<file path="src/rtl/vga_pattern_sched.sv">
// -----------------------------------------------------------------------------
// vga_pattern_sched
//
// Chooses which test pattern the VGA pattern datapath shows. A change can be
// requested three ways:
//   - a "next" button press,
//   - automatic cycling every hold_frames frames,
//   - a direct load of an index.
// The request is held in a small FSM (HOLD / PEND_NEXT / PEND_LOAD). It is
// applied only at frame_start (the start of vertical blanking), so a pattern
// never changes partway through a visible frame.
//
// Optional feature:
//   VGA_PATTERN_SCHED_DEBOUNCE_EN
//     When defined, the synchronized button is accepted only after
//     DEBOUNCE_CYCLES consecutive equal samples. When undefined, the
//     synchronized button is edge-detected directly.
//
// Parameters:
//   NUM_PATTERNS     number of selectable patterns (2..16)
//   SEL_W            width of the pattern index (2**SEL_W >= NUM_PATTERNS)
//   DEBOUNCE_CYCLES  stable-sample count for button acceptance (>= 2)
//
// Ports:
//   clk              single clock; all state updates on its rising edge
//   rst_n            asynchronous, active-low reset
//   frame_start      one-cycle pulse at the start of vertical blanking
//   btn_next         raw asynchronous "next pattern" button, active-high
//   auto_en          level; enables automatic pattern cycling
//   hold_frames      frames per pattern in auto mode (0 is treated as 1)
//   sel_load         one-cycle pulse requesting a direct pattern load
//   sel_value        index to load, sampled while sel_load is high
//   pattern_sel      registered pattern index
//   pattern_changed  one-cycle pulse with each new pattern_sel value
//   pending          a switch request is waiting for frame_start
//   frame_cnt        frames elapsed on the current pattern in auto mode
// -----------------------------------------------------------------------------
module vga_pattern_sched #(
    parameter int NUM_PATTERNS    = 4,
    parameter int SEL_W           = 2,
    parameter int DEBOUNCE_CYCLES = 65536
) (
    input  logic             clk,
    input  logic             rst_n,
    input  logic             frame_start,
    input  logic             btn_next,
    input  logic             auto_en,
    input  logic [5:0]       hold_frames,
    input  logic             sel_load,
    input  logic [SEL_W-1:0] sel_value,
    output logic [SEL_W-1:0] pattern_sel,
    output logic             pattern_changed,
    output logic             pending,
    output logic [5:0]       frame_cnt
);

    typedef enum logic [1:0] {
        HOLD      = 2'd0,
        PEND_NEXT = 2'd1,
        PEND_LOAD = 2'd2
    } state_e;

    localparam logic [SEL_W-1:0] LAST_SEL = SEL_W'(NUM_PATTERNS - 1);

    if (NUM_PATTERNS < 2 || NUM_PATTERNS > 16 || (1 << SEL_W) < NUM_PATTERNS ||
        DEBOUNCE_CYCLES < 2) begin : g_bad_params
        $error("vga_pattern_sched: illegal parameter combination");
    end

    // Button conditioning: 2-flop synchronizer, optional debounce, edge detect.
    logic btn_meta_q;
    logic btn_sync_q;
    logic btn_cond;
    logic btn_prev_q;
    logic next_req;

    always_ff @(posedge clk or negedge rst_n) begin
        if (!rst_n) begin
            btn_meta_q <= 1'b0;
            btn_sync_q <= 1'b0;
        end else begin
            btn_meta_q <= btn_next;
            btn_sync_q <= btn_meta_q;
        end
    end

`ifdef VGA_PATTERN_SCHED_DEBOUNCE_EN
    localparam int DB_W = $clog2(DEBOUNCE_CYCLES);

    logic [DB_W-1:0] db_cnt_q;
    logic [DB_W-1:0] db_cnt_d;
    logic            btn_db_q;
    logic            btn_db_d;

    // The counter tracks how many consecutive samples have disagreed with the
    // accepted level. Any agreeing sample restarts the count.
    always_comb begin
        db_cnt_d = '0;
        btn_db_d = btn_db_q;
        if (btn_sync_q != btn_db_q) begin
            if (db_cnt_q == DB_W'(DEBOUNCE_CYCLES - 1)) begin
                btn_db_d = btn_sync_q;
            end else begin
                db_cnt_d = db_cnt_q + DB_W'(1);
            end
        end
    end

    always_ff @(posedge clk or negedge rst_n) begin
        if (!rst_n) begin
            db_cnt_q <= '0;
            btn_db_q <= 1'b0;
        end else begin
            db_cnt_q <= db_cnt_d;
            btn_db_q <= btn_db_d;
        end
    end

    assign btn_cond = btn_db_q;
`else
    assign btn_cond = btn_sync_q;
`endif

    always_ff @(posedge clk or negedge rst_n) begin
        if (!rst_n) begin
            btn_prev_q <= 1'b0;
        end else begin
            btn_prev_q <= btn_cond;
        end
    end

    assign next_req = btn_cond & ~btn_prev_q;

    // Request FSM and pattern register.
    state_e           state_q;
    state_e           state_d;
    logic [SEL_W-1:0] load_val_q;
    logic [SEL_W-1:0] load_val_d;
    logic [SEL_W-1:0] sel_q;
    logic [SEL_W-1:0] sel_d;
    logic             changed_q;
    logic             changed_d;
    logic [5:0]       frame_cnt_q;
    logic [5:0]       frame_cnt_d;

    logic             auto_req;
    logic             serviced;
    logic [SEL_W-1:0] target_sel;
    logic [6:0]       cnt_plus1;
    logic [6:0]       hold_eff;

    // Compare in 7 bits so frame_cnt + 1 cannot wrap. A hold of 0 behaves as 1.
    assign cnt_plus1 = {1'b0, frame_cnt_q} + 7'd1;
    assign hold_eff  = (hold_frames == 6'd0) ? 7'd1 : {1'b0, hold_frames};

    always_comb begin
        state_d     = state_q;
        load_val_d  = load_val_q;
        sel_d       = sel_q;
        changed_d   = 1'b0;
        frame_cnt_d = frame_cnt_q;
        serviced    = 1'b0;
        target_sel  = sel_q;
        auto_req    = frame_start && auto_en && (state_q == HOLD) && (cnt_plus1 >= hold_eff);

        // First fold this cycle's requests into the pending state.
        // A load always wins. Repeated next-requests collapse into one advance.
        case (state_q)
            HOLD: begin
                if (sel_load) begin
                    state_d    = PEND_LOAD;
                    load_val_d = sel_value;
                end else if (next_req || auto_req) begin
                    state_d = PEND_NEXT;
                end
            end
            PEND_NEXT: begin
                if (sel_load) begin
                    state_d    = PEND_LOAD;
                    load_val_d = sel_value;
                end
            end
            PEND_LOAD: begin
                if (sel_load) begin
                    load_val_d = sel_value;
                end
            end
            default: state_d = HOLD;
        endcase

        // Then service the folded request at frame_start. This lets a request
        // that arrives together with frame_start take effect at that frame.
        if (frame_start) begin
            if (state_d == PEND_LOAD) begin
                serviced   = 1'b1;
                target_sel = (32'(load_val_d) < 32'(NUM_PATTERNS)) ? load_val_d : '0;
            end else if (state_d == PEND_NEXT) begin
                serviced   = 1'b1;
                target_sel = (sel_q == LAST_SEL) ? '0 : sel_q + SEL_W'(1);
            end
        end

        if (serviced) begin
            sel_d       = target_sel;
            changed_d   = (target_sel != sel_q);
            state_d     = HOLD;
            frame_cnt_d = '0;
        end else if (frame_start && auto_en) begin
            frame_cnt_d = frame_cnt_q + 6'd1;
        end

        if (!auto_en) begin
            frame_cnt_d = '0;
        end
    end

    always_ff @(posedge clk or negedge rst_n) begin
        if (!rst_n) begin
            state_q     <= HOLD;
            load_val_q  <= '0;
            sel_q       <= '0;
            changed_q   <= 1'b0;
            frame_cnt_q <= '0;
        end else begin
            state_q     <= state_d;
            load_val_q  <= load_val_d;
            sel_q       <= sel_d;
            changed_q   <= changed_d;
            frame_cnt_q <= frame_cnt_d;
        end
    end

    assign pattern_sel     = sel_q;
    assign pattern_changed = changed_q;
    assign pending         = (state_q != HOLD);
    assign frame_cnt       = frame_cnt_q;

endmodule
</file>
<file path="config.mk">
export PLATFORM = sky130hd
export DESIGN_NAME = vga_pattern_sched
export DESIGN_NICKNAME = d
export VERILOG_FILES = /design/src/rtl/vga_pattern_sched.sv
export SDC_FILE = /design/constraint.sdc
export NUM_CORES = 1
export LEC_CHECK = 0
export CAP_MARGIN = 20
export CORE_MARGIN = 1
export CORE_UTILIZATION = 40
export CTS_CLUSTER_DIAMETER = 40
export DETAILED_ROUTE_END_ITERATION = 12
export PLACE_DENSITY = 0.72
export SLEW_MARGIN = 0
export SYNTH_ARGS = -nofsm -noshare
export SYNTH_HDL_FRONTEND = slang
export SYNTH_SLANG_ARGS = --single-unit
</file>
<file path="constraint.sdc">
create_clock -name clk -period 2.82 [get_ports clk]
set_input_delay 0.564 -clock clk [delete_from_list [all_inputs] [get_ports clk]]
set_output_delay 0.564 -clock clk [all_outputs]
set_load 0.01 [all_outputs]
</file>
# --- Yosys cells after proc, flatten, opt, wreduce, memory -nomap -nowiden ---
# Index checks and enable logic that the tools add are counted.
word_totals:
  regBits: 16
  wordCells: 48
  in_bits: 14
op_classes:
  n_addsub: 3
  n_bitwise: 2
  mux: 19
  n_reduce_logical: 8
  n_eq_ne: 7
  order_cmp: 1
ops:
  columns: ["op", "count"]
  rows:
  - ["6-bit 2-to-1 mux", 4]
  - ["2-bit 2-to-1 mux", 10]
  - ["6-bit by 1-bit adder with 7-bit output, second input constant", 1]
  - ["7-bit by 6-bit >= comparator with 1-bit output", 1]
  - ["6-bit by 1-bit adder with 6-bit output, second input constant", 1]
  - ["2-bit == test, second input constant", 3]
  - ["6-bit logical NOT", 1]
  - ["2-bit case mux with 3 select lines", 1]
  - ["2-bit by 1-bit == test with 1-bit output, second input constant", 2]
  - ["1-bit 2-to-1 mux", 4]
  - ["1-bit logical AND", 3]
  - ["3-bit by 1-bit inequality test with 1-bit output, second input constant", 1]
  - ["3-bit OR reduction", 1]
  - ["2-bit by 1-bit adder with 2-bit output, second input constant", 1]
  - ["2-bit logical NOT", 1]
  - ["2-bit inequality test", 1]
  - ["2-bit nonzero test", 1]
  - ["1-bit AND", 1]
  - ["1-bit logical OR", 1]
  - ["1-bit NOT", 1]

# --- Longest topological paths before layout ---
# Gate-level depths: netlist of the first run.
logic_depth:
  depth_word: 14
  depth_mapped: 11
  mapped_depth_nobuf: 11

# --- Least setup slack after synthesis of the first run ---
# No wires, ideal clock.
synth_timing:
  path_type: "reg-to-reg"
  start: "reg frame_cnt_q[0], in the netlist frame_cnt[0]"
  end: "reg sel_q[0], in the netlist pattern_sel[0]"
  setup_ns: 0.119
  path_buffers: 0
  path_stages_with_launch: 12
  setup_slack_ns: 0.488
  t_arrival_ns: 2.213
  period_less_slack_ns: 2.332
  path_cell_list: "dfrtp_1 > ha_1 > nand3_2 > xnor2_1 > ha_1 > a21o_1 > a21oi_2 > o21ai_2 > o21ai_4 > a211oi_2 > o21ai_1 > a21bo_1"
synth_between:
  elab_chain_cells: 11
synth_rtl:
  columns: ["item", "line_no", "source"]
  rows:
  - ["from (decl)", "143", "logic [5:0] frame_cnt_q;"]
  - ["from (signal assigned)", "229", "frame_cnt_q <= frame_cnt_d;"]
  - ["6-bit by 1-bit adder with 7-bit output *", "153", "assign cnt_plus1 = {1'b0, frame_cnt_q} + 7'd1;"]
  - ["7-bit by 6-bit >= comparator with 1-bit output *", "164", "auto_req = frame_start && auto_en && (state_q == HOLD) && (cnt_plus1 >= hold_eff);"]
  - ["1-bit logical AND *", "164", null]
  - ["1-bit logical OR *", "173", "end else if (next_req || auto_req) begin"]
  - ["2-bit 2-to-1 mux *", "173", null]
  - ["2-bit 2-to-1 mux *", "170", "if (sel_load) begin"]
  - ["2-bit case mux with 3 select lines *", "168", "case (state_q)"]
  - ["2-bit by 1-bit == test with 1-bit output", "197", "end else if (state_d == PEND_NEXT) begin"]
  - ["2-bit 2-to-1 mux or 1-bit 2-to-1 mux (tied branches)", "197", null]
  - ["2-bit 2-to-1 mux or 1-bit 2-to-1 mux (tied branches)", "194", "if (state_d == PEND_LOAD) begin"]
  - ["2-bit 2-to-1 mux or 1-bit 2-to-1 mux (tied branches)", "193", "if (frame_start) begin"]
  - ["to (signal assigned)", "227", "sel_q <= sel_d;"]
  - ["to (decl)", "139", "logic [SEL_W-1:0] sel_q;"]
# Mark *: on every way between the ends. The rest lies on a longest branch, timed or not.
# A chain may end at the register's enable or synchronous reset.

# --- Worst setup path after layout of the first run ---
# Same ends and word-level chain as after synthesis.

==> results of run 1 <==
-- state kept, by name, summed over array words and instances (netlist names) --
signal           count
btn_cond             1
state_q              2
btn_prev_q           1
pattern_sel          2
frame_cnt            6
btn_meta_q           1
pattern_changed      1
load_val_q           2
-- layer usage --
metal  GRT usage  vias up  part of all wire
li1            -      442                 -
met1      0.2059      410              0.44
met2      0.3045       27              0.50
met3     0.01695        6             0.045
met4     0.09211        0             0.021
met5           0        -                 0
-- cell families after synthesis --
kind of cell | Yosys count | share of synthesized area
AND/OR/NAND/NOR | 42 | 0.2135
AO/OA/AOI/OAI | 25 | 0.1867
flip-flops | 16 | 0.3734
buffers and inverters | 12 | 0.04668
adder cells (fa/ha/maj) | 8 | 0.09335
multiplexers | 5 | 0.05367
XOR/XNOR | 4 | 0.03268
-- metrics by stage --
step / cells / util / hold WS, ns / worst slack, ns / power, mW
6_report: 168 / 0.5485 / 0.3574 / 0.2662 / 0.5396
5_1_grt: 168 / 0.5485 / 0.3782 / 0.08962 / 0.5701
4_1_cts: 168 / 0.5485 / 0.3614 / 0.2590 / 0.5455
3_5_place_dp: 164 / 0.5340 / 0.3403 / 0.1185 / 0.3917
3_3_place_gp: 164 / 0.5340 / 0.3334 / 0.1561 / 0.3877
2_1_floorplan: 112 / - / 0.2684 / 0.4880 / 0.3347
-- final cells by class --
| cell class | instances | area (µm²) | area share |
|---|---|---|---|
| inverter | 10 | 37.54 | 0.02737 |
| multi-input combinational | 84 | 621.8 | 0.4535 |
| sequential | 16 | 400.4 | 0.2920 |
| timing repair buffer | 24 | 237.7 | 0.1734 |
| clock buffer | 4 | 36.28 | 0.02646 |
| tap | 30 | 37.54 | 0.02737 |
-- cell usage in the layout, fill, tap and decap left out, types with 3 or more instances in the layout --
cell	instances
sky130_fd_sc_hd__a21boi_0	4
sky130_fd_sc_hd__a21oi_1	4
sky130_fd_sc_hd__and2_1	3
sky130_fd_sc_hd__clkbuf_4	3
sky130_fd_sc_hd__clkdlybuf4s50_1	23
sky130_fd_sc_hd__dfrtp_1	16
sky130_fd_sc_hd__ha_1	8
sky130_fd_sc_hd__inv_1	10
sky130_fd_sc_hd__nand2_1	9
sky130_fd_sc_hd__nand2b_1	4
sky130_fd_sc_hd__nand3_1	6
sky130_fd_sc_hd__nand4_1	4
sky130_fd_sc_hd__nor2_1	6
sky130_fd_sc_hd__o21ai_1	3
sky130_fd_sc_hd__o21ai_2	3
-- report_power, final --
part,leakage [nW],switching [mW],total (mW),internal (mW)
Sequential,0.204,0.0139,0.258,0.244
Combinational,0.387,0.0596,0.130,0.0704
Clock,0.0210,0.0735,0.152,0.0786
-- path summary, 6_finish.rpt --
path,cells after the start,to,slack [ns],startpoint
worst max-delay path,11,pattern_sel[0],0.27,frame_cnt[0]
worst min-delay path,0,btn_cond,0.36,btn_meta_q
worst max register to register,11,pattern_sel[0],0.27,frame_cnt[0]
worst min register to register,0,btn_cond,0.36,btn_meta_q
max in group asynchronous,1,frame_cnt[3],1.67,rst_n
min in group asynchronous,1,pattern_sel[1],0.69,rst_n
==> impl_results.md, run 1 <==
* Library cells used by synthesis at 38
* Number of DRC violations after detailed-routing iteration 0 at 10
* Clock H-tree levels at 1
* Count of max-cap constraint violations at 0
* Run status: completed
* Area of the placeable core at 2500 µm²
* Register area share after synthesis at 0.3734
* Largest area contributor in the netlist: sky130_fd_sc_hd__dfrtp_1
* Worst clock skew on the final layout at about 0.0070 ns
* Layout cells sized above 1 at 0.1594
* Setup Crit Path Kind: flip-flop to flip-flop
* Aggregate routed wire length at 2.145 mm
* Pins Over Slew Limit at 0
* Clock tree from TritonCTS: done
* Worst min-delay path class: flip-flop to flip-flop
* Insertion delay of the later-clocked pin in the worst-skew pair at between 0.2 and 0.3 ns
* Total leakage power at ~0.6 nW
* Total of endpoints with negative setup slack in the final report at 0
* Setup Total Neg Slack at 0 ns
* Required time worst endpoint at 3.00 ns
* Number of buffers on the longest clock path at 2
* Number of synthesized flops with an enable pin at 0
* Residual DRC at 0
* Hold Fails Final Rpt at 0
* Element type at the critical path end: flip-flop
* Initial antenna violation count at 0
* Number of buffers inserted to repair setup after CTS at 0
* Startpoint kind of the worst setup timing path: flip-flop
* Dominant cells by area after synthesis: sky130_fd_sc_hd__dfrtp_1, sky130_fd_sc_hd__ha_1, sky130_fd_sc_hd__inv_1, sky130_fd_sc_hd__nand2_1, sky130_fd_sc_hd__nand3_1
* Net count of the mapped netlist at between 100 and 150
* Most frequently used flop master after synthesis: sky130_fd_sc_hd__dfrtp_1
* First-pass GRT wire length at around 3.6 mm
* I/O pin total at 24
* Fin area at roughly 1400 µm²
* Number of input and output port buffers inserted at 23
* Share of the clock period used by the worst path after layout at 0.9056
* Cell class contributing the biggest share of worst-path delay: compound AO/OA/AOI/OAI gates
* Area after DPL at roughly 1300 µm²
* Vias at around 890
* Global-route total usage across every layer at 0.1735
* Flip-flop and latch count after synthesis at 16
* Clock tree root buffer cell: sky130_fd_sc_hd__clkbuf_4
* Total half-perimeter wirelength after legalization and detailed placement at between 1.5 and 2 mm
* Clock-pin slew on the worst setup and hold paths at 0.10 ns
* Std cell rows at 18
* Die Span X at 53.78 µm
* Share of flip-flops with an asynchronous set or reset at 1.000
* Tightest slew margin relative to the limit at 0.5208
* Total number of clock tree sinks at 16
* Synthesized area per cell at about 9.6 µm²
* Max rail drop VDD at between 300 and 400 µV
* Final weighted congestion of routability-driven global placement at 0.7695
* DRT antenna net count at 0
* Count of hold buffers inserted by post-cts repair at 0
* Cell with the biggest individual delay on the critical path: sky130_fd_sc_hd__dfrtp_1
* Synth top area share at 0.3734
* Most frequent CP cell: sky130_fd_sc_hd__ha_1
* Die outline area at slightly below 3000 µm²
* Cell types with the highest counts after synthesis: sky130_fd_sc_hd__dfrtp_1, sky130_fd_sc_hd__inv_1, sky130_fd_sc_hd__nand2_1
* Routed length per placed instance at approximately 13 µm
* Final Net Count at 161
* Gate Count Post-Synth at roughly 110
* Total global routing overflow at 0
* DRT Pass-1 Iters at 4
* Slew of the pin with the lowest slew margin at between 0.7 and 0.8 ns
* Time the final worst path needs with I/O delays and setup at approximately 2.6 ns
* RSZ-0062 raised after global routing: no
* Cell with the most instances after synthesis: sky130_fd_sc_hd__dfrtp_1
* Crit path largest cell delay at 0.45 ns
* Cell breakdown of the critical path: ha_1 > nand3_2 > xnor2_1 > ha_1 > a21o_1 > a21oi_2 > o21ai_2 > o21ai_4 > a211oi_2 > o21ai_1 > a21bo_1
* Initial standard-cell utilization of the core at 0.4289
* Arrival time worst endpoint at approximately 2.7 ns
* Die extent in y at between 50 and 60 µm
* Layout area overhead at 27.89%
* Bufs and invs on worst path at 0
* Vias in the first global route at 880
* Netlist area before placement at 1072 µm²
* Yosys synthesis warning count at 0
* Number of fill cells at 223
* Post-cts sizing count at 0
* Number of diodes added for antenna fixing at 0
* Drt via density at roughly 5.3
* Clock buffer count from CTS at 3
* Maximum number of pins on one net before global-route repair at 19
* Cell area power density at 393.5 nW/µm²
* Maximum fanout count along the critical path at 8
* Peak clock frequency supported by timing at about 0.4 GHz
Note: power is estimated with default switching activity, not from simulation.
==> inputs of run 2 (changes only) <==
--- a/config.mk
+++ b/config.mk
@@ -9,9 +9,9 @@
 export CORE_MARGIN = 1
 export CORE_UTILIZATION = 40
 export CTS_CLUSTER_DIAMETER = 40
+export CTS_CLUSTER_SIZE = 16
 export DETAILED_ROUTE_END_ITERATION = 12
 export PLACE_DENSITY = 0.72
-export SLEW_MARGIN = 0
 export SYNTH_ARGS = -nofsm -noshare
 export SYNTH_HDL_FRONTEND = slang
 export SYNTH_SLANG_ARGS = --single-unit
==> results of run 2 <==
Final layout, timing and power as in run 1 (identical DEF).
==> inputs of run 3 (changes only) <==
--- a/config.mk
+++ b/config.mk
@@ -7,11 +7,11 @@
 export LEC_CHECK = 0
 export CAP_MARGIN = 20
 export CORE_MARGIN = 1
-export CORE_UTILIZATION = 40
+export CORE_UTILIZATION = 44
 export CTS_CLUSTER_DIAMETER = 40
 export CTS_CLUSTER_SIZE = 16
 export DETAILED_ROUTE_END_ITERATION = 12
-export PLACE_DENSITY = 0.72
+export PLACE_DENSITY = 0.77
 export SYNTH_ARGS = -nofsm -noshare
 export SYNTH_HDL_FRONTEND = slang
 export SYNTH_SLANG_ARGS = --single-unit
==> run 3 against run 2 <==
  * Hold slack about the same
  * Global-route usage up 0.79 points
  * Combinational power about the same
  * Clock skew about the same
  * Die area down 8.8%
  * Routed wire length down 2.3%
  * Register-to-register slack better by 0.05 ns
  * Clock power about the same
  * Sequential share of layout area up 0.054 points
  * Sequential power about the same
  * Core utilization up 5.9 points
  * First-iteration DRC count down 40%
  * Critical path type unchanged
  * Largest power group unchanged
  * Highest routed layer unchanged
==> impl_results.md, run 3 (synthesis gave the netlist of run 1 again) <==
* Number of input and output port buffers inserted at 23 (unchanged)
* Tightest slew margin relative to the limit at 0.5258 (+0.005040)
* Hold Fails Final Rpt at 0 (unchanged)
* RSZ-0062 raised after global routing: no
* Clock tree from TritonCTS: done
* Area of the placeable core at 2255 µm² (-9.8%)
* Total number of clock tree sinks at 16 (unchanged)
* Vias at 871 (-1.6%)
* Number of buffers on the longest clock path at 2 (unchanged)
* Number of fill cells at 193 (-13%)
* Initial standard-cell utilization of the core at 0.4756 (+0.04665)
* RR Endpoint: pattern_sel[0]
* Destination of the worst hold path: btn_cond
* Total half-perimeter wirelength after legalization and detailed placement at 1.651 mm (-0.90%)
* Post-cts sizing count at 0 (unchanged)
* Global-route total usage across every layer at 0.1814 (+0.007888)
* Drt via density at 5.247 (-0.40%)
* Total global routing overflow at 0 (unchanged)
* Routed length per placed instance at 12.62 µm (-1.2%)
* Total of endpoints with negative setup slack in the final report at 0 (unchanged)
* Final weighted congestion of routability-driven global placement at 0.7547 (-1.9%)
* Vias in the first global route at 843 (-4.2%)
* Die Span X at 51.37 µm (-4.5%)
* Leading cell type in the layout, fill and taps excluded: sky130_fd_sc_hd__clkdlybuf4s50_1
* Clock buffer count from CTS at 3 (unchanged)
* Startpoint of the lowest-slack hold path: btn_meta_q
* Std cell rows at 17 (-1)
* Worst reg-to-reg setup slack at 0.31 ns (+0.05 ns)
* Total power after layout at 0.5398 mW (about the same)
* Slew of the pin with the lowest slew margin at 0.7091 ns (-0.007536 ns)
* Required time worst endpoint at 3.01 ns (about the same)
* Number of DRC violations after detailed-routing iteration 0 at 6 (-4)
* Count of max-cap constraint violations at 0 (unchanged)
* Max rail drop VDD at 302.6 µV (-12%)
* Clock tree root buffer cell: sky130_fd_sc_hd__clkbuf_4
* DRT Pass-1 Iters at 4 (unchanged)
* Element type at the critical path end: flip-flop
* Layout area overhead at 27.65%
* Final Net Count at 161 (unchanged)
* Maximum fanout count along the critical path at 8 (unchanged)
* Total leakage power at 0.6119 nW (unchanged)
* DRT antenna net count at 0 (unchanged)
* Sequential cell area at 400.4 µm² (unchanged)
* Peak clock frequency supported by timing at 0.3987 GHz (+1.8%)
* Residual DRC at 0 (unchanged)
* Clock H-tree levels at 1 (unchanged)
* Number of diodes added for antenna fixing at 0 (unchanged)
* Worst clock skew on the final layout at 0.007242 ns (+0.0002267 ns)
* Number of buffers inserted to repair setup after CTS at 0 (unchanged)
* Arrival time worst endpoint at 2.69 ns (-0.05 ns)
* Share of the clock period used by the worst path after layout at 0.8895 (-0.01613)
* Time the final worst path needs with I/O delays and setup at 2.508 ns (-0.04547 ns)
* Pins Over Slew Limit at 0 (unchanged)
* Maximum number of pins on one net before global-route repair at 19 (unchanged)
* Hold Worst Slack at 0.3573 ns (-0.0001650 ns)
* Die outline area at 2638 µm² (-8.8%)
* I/O pin total at 24 (unchanged)
* Layout cells sized above 1 at 0.1594 (unchanged)
* Number of flip-flops in the largest register at 6 (unchanged)
* Post-place setup slack at 0.1055 ns (-0.01309 ns)
* Path depth of the worst reg2reg path at 11 (unchanged)
* Fin area at 1369 µm² (-0.18%)
* Run status: completed
* Die extent in y at 51.37 µm (-4.5%)
* Worst min-delay path class: flip-flop to flip-flop
* Insertion delay of the later-clocked pin in the worst-skew pair at 0.28 ns (about the same)
* Count of hold buffers inserted by post-cts repair at 0 (unchanged)
* Slack of the critical path at 0.3117 ns (+0.04547 ns)
* Startpoint kind of the worst setup timing path: flip-flop
* Cell area power density at 394.3 nW/µm² (+0.21%)
* Initial antenna violation count at 0 (unchanged)
* Clock-pin slew on the worst setup and hold paths at 0.10 ns (about the same)
* Setup Total Neg Slack at 0 ns (unchanged)
* R2R Path Start: frame_cnt[0]
* Min-Delay Path Depth at 0 (unchanged)
* Most frequent cells in the layout: sky130_fd_sc_hd__clkdlybuf4s50_1, sky130_fd_sc_hd__dfrtp_1, sky130_fd_sc_hd__inv_1
* Setup Crit Path Kind: flip-flop to flip-flop
* First-pass GRT wire length at 3.581 mm (-0.94%)
* Aggregate routed wire length at 2.095 mm (-2.3%)
* Total area of multi-input combinational cells at 621.8 µm² (unchanged)
* Area after DPL at 1333 µm² (-0.19%)
[run 3: cell counts in the layout (fill, tap and decap cells not counted)]
No cell type changed its count.
[run 3: power breakdown]
part / internal [mW] / switching, mW
Sequential: 0.244 / 0.0139
Combinational: 0.0702 / 0.0586
Clock: 0.0785 / 0.0751
[run 3: final cells by class]
class,instances,area share
clock buffer,4,0.02651
sequential,16,0.2925
inverter,10,0.02742
timing repair buffer,24,0.1737
multi-input combinational,84,0.4543
tap,28,0.02559
[run 3: how the worst max path moves through the flow]
stage | cells past startpoint | end | start
2_1_floorplan | 11 | pattern_sel[0] | frame_cnt[0]
5_1_grt | 11 | pattern_sel[1] | frame_cnt[0]
6_report | 11 | pattern_sel[0] | frame_cnt[0]
3_5_place_dp | 11 | pattern_sel[0] | hold_frames[1]
3_3_place_gp | 11 | pattern_sel[0] | hold_frames[2]
4_1_cts | 11 | pattern_sel[0] | frame_cnt[0]
[run 3: layer usage]
metal	vias up	track usage	wire length (µm)
met5	-	0	0
met4	0	0.06306	14
met3	2	0.01786	78
met2	21	0.3225	1049
met1	404	0.2253	952
li1	444	-	-
[run 3: worst max-delay path, stage by stage (launching register included)]
cell and delay (ns):
sky130_fd_sc_hd__dfrtp_1 0.44, sky130_fd_sc_hd__ha_1 0.23, sky130_fd_sc_hd__nand3_2 0.12, sky130_fd_sc_hd__xnor2_1 0.24, sky130_fd_sc_hd__ha_1 0.28, sky130_fd_sc_hd__a21o_1 0.17, sky130_fd_sc_hd__a21oi_2 0.14, sky130_fd_sc_hd__o21ai_2 0.09
sky130_fd_sc_hd__o21ai_4 0.25, sky130_fd_sc_hd__a211oi_2 0.10, sky130_fd_sc_hd__o21ai_1 0.14, sky130_fd_sc_hd__a21bo_1 0.22
[run 3: stage by stage]
step,cells,util
final,166,0.6071
after global routing,166,0.6071
after CTS,166,0.6071
after detailed placement,162,0.5910
after global placement,162,0.5910
after floorplan,112,-
